`src/rtl/mat_mult_nxn_fsm.sv`:
```
`default_nettype none
// ============================================================================
// Module      : mat_mult_nxn_fsm
// Description : N x N matrix multiplier, C = A * B. N*N parallel MAC lanes
//               are stepped over the inner index k by a small FSM, so one
//               operation takes N MAC edges plus one output edge.
//               Operands are signed or unsigned per operation.
// Ports       : clk, reset (async, active-high)
//               start        - request, honoured only in IDLE
//               signed_mode  - 1: two's-complement operands, 0: unsigned
//               a_flat/b_flat- element (i,j) at [(i*N+j)*DW +: DW]
//               c_flat       - registered result, [(i*N+j)*ACCW +: ACCW]
//               busy         - operation in flight
//               done         - one-cycle pulse when c_flat is updated
// Revision    : 1.0 - initial release
// ============================================================================
module mat_mult_nxn_fsm #(
  parameter int N    = 2,
  parameter int DW   = 16,
  parameter int ACCW = (N > 1) ? 2*DW + $clog2(N) : 2*DW + 1
) (
  input  logic                  clk,
  input  logic                  reset,
  input  logic                  start,
  input  logic                  signed_mode,
  input  logic [N*N*DW-1:0]     a_flat,
  input  logic [N*N*DW-1:0]     b_flat,
  output logic [N*N*ACCW-1:0]   c_flat,
  output logic                  busy,
  output logic                  done
);

  localparam int            KW     = (N > 1) ? $clog2(N) : 1;
  localparam logic [KW-1:0] K_LAST = KW'(N - 1);

  localparam logic [1:0] S_IDLE = 2'd0;
  localparam logic [1:0] S_MAC  = 2'd1;
  localparam logic [1:0] S_OUT  = 2'd2;

  logic [1:0]         state_q, state_d;
  logic [KW-1:0]      k_q;
  logic               busy_q, done_q, sm_q;
  logic [N*N*DW-1:0]  a_q, b_q;
  logic               load_en, mac_en, out_en;

  // State register
  always_ff @(posedge clk or posedge reset) begin
    if (reset) state_q <= S_IDLE;
    else       state_q <= state_d;
  end

  // Next-state logic; the spare encoding falls back to IDLE
  always_comb begin
    state_d = S_IDLE;
    case (state_q)
      S_IDLE:  state_d = start ? S_MAC : S_IDLE;
      S_MAC:   state_d = (k_q == K_LAST) ? S_OUT : S_MAC;
      S_OUT:   state_d = S_IDLE;
      default: state_d = S_IDLE;
    endcase
  end

  // Datapath controls decoded from the current state
  always_comb begin
    load_en = (state_q == S_IDLE) && start;
    mac_en  = (state_q == S_MAC);
    out_en  = (state_q == S_OUT);
  end

  // Operand capture, inner-index counter and handshake flags
  always_ff @(posedge clk or posedge reset) begin
    if (reset) begin
      a_q    <= '0;
      b_q    <= '0;
      sm_q   <= 1'b0;
      k_q    <= '0;
      busy_q <= 1'b0;
      done_q <= 1'b0;
    end else begin
      done_q <= out_en;
      if (load_en) begin
        a_q    <= a_flat;
        b_q    <= b_flat;
        sm_q   <= signed_mode;
        k_q    <= '0;
        busy_q <= 1'b1;
      end
      if (mac_en) begin
        k_q <= (k_q == K_LAST) ? '0 : k_q + 1'b1;
      end
      if (out_en) begin
        busy_q <= 1'b0;
      end
    end
  end

  assign busy = busy_q;
  assign done = done_q;

  // One MAC lane per result element
  for (genvar gi = 0; gi < N; gi++) begin : g_row
    for (genvar gj = 0; gj < N; gj++) begin : g_col
      logic [DW-1:0]   a_el, b_el;
      logic [ACCW-1:0] a_ext, b_ext, prod;
      logic [ACCW-1:0] acc_q, c_q;

      // Pick A[i][k] and B[k][j] for the current k
      always_comb begin
        a_el = '0;
        b_el = '0;
        for (int kk = 0; kk < N; kk++) begin
          if (k_q == kk[KW-1:0]) begin
            a_el = a_q[(gi*N + kk)*DW +: DW];
            b_el = b_q[(kk*N + gj)*DW +: DW];
          end
        end
      end

      // Full-width product: truncation to ACCW is exact for both modes
      // because ACCW holds the whole sum without overflow.
      assign a_ext = sm_q ? {{(ACCW-DW){a_el[DW-1]}}, a_el} : {{(ACCW-DW){1'b0}}, a_el};
      assign b_ext = sm_q ? {{(ACCW-DW){b_el[DW-1]}}, b_el} : {{(ACCW-DW){1'b0}}, b_el};
      assign prod  = a_ext * b_ext;

      always_ff @(posedge clk or posedge reset) begin
        if (reset) begin
          acc_q <= '0;
          c_q   <= '0;
        end else begin
          if (load_en) acc_q <= '0;
          if (mac_en)  acc_q <= acc_q + prod;
          if (out_en)  c_q   <= acc_q;
        end
      end

      assign c_flat[(gi*N + gj)*ACCW +: ACCW] = c_q;
    end
  end

endmodule
`default_nettype wire

```
`config.mk`:
```
export PLATFORM = sky130hd
export DESIGN_NAME = mat_mult_nxn_fsm
export DESIGN_NICKNAME = d
export VERILOG_FILES = /design/src/rtl/mat_mult_nxn_fsm.sv
export SDC_FILE = /design/constraint.sdc
export NUM_CORES = 2
export LEC_CHECK = 0
export CAP_MARGIN = 20
export CORE_ASPECT_RATIO = 1.2
export CORE_MARGIN = 3
export CORE_UTILIZATION = 35
export DETAILED_ROUTE_END_ITERATION = 10
export SKIP_CTS_REPAIR_TIMING = 1
export SKIP_LAST_GASP = 1
export SLEW_MARGIN = 20
export SYNTH_ARGS = -nofsm -noshare
export SYNTH_HDL_FRONTEND = slang
export SYNTH_SLANG_ARGS = --single-unit
```
`constraint.sdc`:
```
create_clock -name clk -period 39 [get_ports clk]
set_input_delay 9.75 -clock clk [delete_from_list [all_inputs] [get_ports clk]]
set_output_delay 9.75 -clock clk [all_outputs]
set_load 0.05 [all_outputs]
```
==> PnR_summary.wiki <==
{| class="wikitable"
! Metric !! Value
|-
| FF+latch count, synth || 398
|-
| Worst Tran Pin Value || about 1.1 ns
|-
| Run status || finished, final reports clean
|-
| CTS Buf Count || 56
|-
| Synth unique cells || 71
|-
| Average detailed-routed wire length per instance || 21.86 um
|-
| Number of cells on the worst hold path || 2
|-
| First-pass GRT wire length || around 350000 um
|-
| Number of synthesized flops with an enable pin || 0
|-
| 1st-iter DRT viols || 2639
|-
| Fin Setup TNS || 0 ns
|-
| Initial DRT Pass Iterations || 6
|-
| Total die area || 210200 sq um
|-
| Count of boundary I/O pins || roughly 270
|-
| Syn-to-layout area delta || 11.46%
|-
| Async set or reset register ratio after synthesis || 100.0%
|-
| Total Routed Length || around 230000 um
|-
| Number of global-route vias before repair || 58.25k
|-
| Critical Path Sink Type || flop
|-
| # rows || 181
|-
| GR Layer Usage met2 || 40.50%
|-
| Cells taking the most area after synthesis || sky130_fd_sc_hd__fa_1 (42%), sky130_fd_sc_hd__dfrtp_1 (14%), sky130_fd_sc_hd__ha_1 (10%), sky130_fd_sc_hd__inv_1 (10%), sky130_fd_sc_hd__nor2_1 (4.6%)
|-
| Fraction of the yosys area taken by sequential cells || 13.90%
|-
| Total buffers and inverters traversed by the critical path || 4
|-
| Die H || approximately 500 um
|-
| Clock latency reported for the late side of the worst-skew pair || 0.74 ns
|-
| Crit-path slowest cell || sky130_fd_sc_hd__buf_4
|-
| Most used cell along the critical path || sky130_fd_sc_hd__buf_4
|-
| Number of nets at the end of the flow || between 10k and 15k
|-
| Antenna violations before repair || 15
|-
| Sort of element at the start of the critical path || input port
|-
| Yosys warnings || 0
|-
| HPWL reported at the end of detailed placement || 184200 um
|-
| CTS HTree Levels || 2
|-
| Post-route ant nets || 0
|-
| Number of slew-limit violations in the final report || 0
|-
| Gate family responsible for the most delay along the worst path || buffers and inverters
|-
| Maximum clock frequency || approximately 80 MHz
|-
| Number of gates on the worst path with buffers counted || 8
|-
| Total count of hold-check failures in the final report || 0
|-
| Final count of negative-setup-slack endpoints || 0
|-
| Largest net degree at the start of global routing || 106
|-
| Cell chosen for the clock root || sky130_fd_sc_hd__clkbuf_16
|-
| Post-route setup slack || roughly 27 ns
|-
| Mapped cell area || roughly 72000 sq um
|-
| Initial Util || 35.28%
|-
| Max Clock Skew || 0.04242 ns
|-
| Placer congestion estimate || between 0.9 and 1
|-
| Proportion of layout cells with a drive suffix above 1 || roughly 6.4%
|-
| Met3 Use GR || roughly 3%
|-
| Number of buffers on the longest clock path || 3
|-
| Post-layout min period || between 10 and 15 ns
|-
| Data required time of the critical path || 39.65 ns
|-
| Slew margin rel. || approximately a quarter
|-
| Final clock period utilization by the worst path || roughly a third
|-
| Global router's overall resource usage || 22.46%
|-
| Area leader, netlist || sky130_fd_sc_hd__fa_1
|-
| Worst Path Max Fanout || about 70
|-
| Number of sinks driven by the clock tree || 398
|-
| Setup repair after global routing missed its margin || false
|-
| Worst Reg2Reg Path Length in Cells || 27
|-
| Total vias in the final route || ~52k
|-
| Core area || 203100 sq um
|-
| Crit path arrival time || between 10 and 15 ns
|-
| Busiest grt layer || met2
|-
| Count of maximum capacitance violations || 0
|-
| Worst Setup Slack post-DPL || 25.90 ns
|-
| Post-synth top area share || 41.68%
|-
| TritonCTS clock tree || built
|-
| Post-Route Utilization || 39.32%
|-
| Register clock-pin slew on the reported worst setup and hold paths || 0.07 ns
|-
| Vias per std cell || 4.941
|-
| Die Span X || 419.1 um
|-
| Post-synthesis area per instance || 9.350 sq um
|-
| Longest individual stage delay on the worst path || 0.82 ns
|-
| DRC violation count after routing || 0
|-
| Number of instances in the synthesized netlist || 7664
|-
| Grt met1 use || 25.19%
|-
| Post-synthesis net count || 9884
|-
| Critical Path, Cell by Cell || clkdlybuf4s50_1 -> nand3b_1 -> buf_4 -> buf_4 -> buf_4 -> nand3_1 -> o21ai_0 -> a211o_1
|-
| Crit path kind || in -> reg
|-
| Class of the tightest hold or removal check || reg -> reg
|-
| Top flip-flop cell by instance count after synthesis || sky130_fd_sc_hd__dfrtp_1
|-
| # port buffers || 265
|-
| Congestion Overflow GR || 0
|}
==> state kept, by name (all words and copies together) (netlist names) <==
signal / cells
g_row.g_col.c_q: 132
state_q: 2
k_q: 1
done: 1
sm_q: 1
a_q: 64
busy: 1
g_row.g_col.acc_q: 132
b_q: 64
==> placed cells by master (no fill, tap or decap), types with 164 or more instances in the layout <==
| cell | Yosys | final |
|---|---|---|
| sky130_fd_sc_hd__clkdlybuf4s50_1 | 0 | 265 |
| sky130_fd_sc_hd__mux2_2 | 188 | 188 |
| sky130_fd_sc_hd__o21ai_0 | 164 | 164 |
| sky130_fd_sc_hd__ha_1 | 596 | 596 |
| sky130_fd_sc_hd__fa_1 | 1492 | 1492 |
| sky130_fd_sc_hd__dfrtp_1 | 398 | 397 |
| sky130_fd_sc_hd__inv_1 | 1901 | 1900 |
| sky130_fd_sc_hd__nand2_1 | 870 | 869 |
| sky130_fd_sc_hd__xnor2_1 | 207 | 207 |
| sky130_fd_sc_hd__nor2_1 | 873 | 871 |
==> worst paths after layout <==
| check | startpoint | endpoint | slack (ns) |
|---|---|---|---|
| max in group asynchronous | reset | g_row[0].g_col[1].c_q[24] | 26.84 |
| min | busy | busy | 0.50 |
| min in group asynchronous | reset | g_row[1].g_col[1].c_q[21] | 9.52 |
| max reg2reg | k_q | g_row[0].g_col[0].acc_q[31] | 28.42 |
| min reg2reg | busy | busy | 0.50 |
| max | start | g_row[0].g_col[0].acc_q[31] | 26.71 |
==> Yosys cell counts, types with 12 or more instances <==
| cell type | instances |
|---|---|
| sky130_fd_sc_hd__inv_1 | 1901 |
| sky130_fd_sc_hd__fa_1 | 1492 |
| sky130_fd_sc_hd__nor2_1 | 873 |
| sky130_fd_sc_hd__nand2_1 | 870 |
| sky130_fd_sc_hd__ha_1 | 596 |
| sky130_fd_sc_hd__dfrtp_1 | 398 |
| sky130_fd_sc_hd__clkbuf_1 | 261 |
| sky130_fd_sc_hd__xnor2_1 | 207 |
| sky130_fd_sc_hd__mux2_2 | 188 |
| sky130_fd_sc_hd__o21ai_0 | 164 |
| sky130_fd_sc_hd__a21oi_1 | 123 |
| sky130_fd_sc_hd__a21o_1 | 83 |
| sky130_fd_sc_hd__mux2i_1 | 66 |
| sky130_fd_sc_hd__nand3_1 | 65 |
| sky130_fd_sc_hd__xor2_1 | 61 |
| sky130_fd_sc_hd__nand2b_1 | 31 |
| sky130_fd_sc_hd__or2_2 | 27 |
| sky130_fd_sc_hd__o21a_1 | 26 |
| sky130_fd_sc_hd__nor3_1 | 24 |
| sky130_fd_sc_hd__nor2b_1 | 23 |
| sky130_fd_sc_hd__buf_1 | 17 |
| sky130_fd_sc_hd__o21bai_1 | 14 |
| sky130_fd_sc_hd__a211oi_1 | 12 |
==> cell type report <==
| class | instances | area [sq um] |
|---|---|---|
| Sequential cell | 398 | 9963 |
| Tap cell | 2653 | 3319 |
| Fill cell | 20050 | 123300 |
| Clock buffer | 65 | 1515 |
| Inverter | 1901 | 7143 |
| Clock inverter | 40 | 539.3 |
| Timing Repair Buffer | 372 | 3456 |
| Multi-Input combinational cell | 5075 | 53900 |
| Antenna cell | 14 | 35.03 |
==> cell families (layout without fill, tap and decap cells) <==
| group | Yosys count | count (layout) | share of synthesized area [%] |
|---|---|---|---|
| AO/OA/AOI/OAI | 505 | 505 | 4.438 |
| XOR/XNOR | 268 | 268 | 3.275 |
| adder cells (fa/ha/maj) | 2088 | 2088 | 52.09 |
| buffers and inverters | 2191 | 2378 | 11.53 |
| flip-flops | 398 | 398 | 13.90 |
| multiplexers | 254 | 254 | 3.876 |
| other | 0 | 14 | 0 |
| AND/OR/NAND/NOR | 1960 | 1960 | 10.90 |
==> stage by stage <==
stage	hold slack, ns	instances	instance area (sq um)
after detailed placement	0.4851	10400	77780
after CTS	0.5010	10500	79840
after global routing	0.5226	10510	79850
after global placement	0.4764	10400	77780
final	0.4979	10520	79870
after floorplan	0.4450	7664	71660
==> worst min-delay path: stages, from the launching register on <==
cell	delay, ns
sky130_fd_sc_hd__dfrtp_1	0.34
sky130_fd_sc_hd__a21oi_1	0.04
sky130_fd_sc_hd__nor2_1	0.07
==> per-layer routing <==
metal	up-vias	routed length, um
met4	0	16070
li1	22900	-
met3	603	11280
met5	-	0
met1	26860	83980
met2	1603	118600
Power is left out: the tool's default activity adds up to more than one toggle a clock period on the data nets, which glitch-free logic cannot reach.
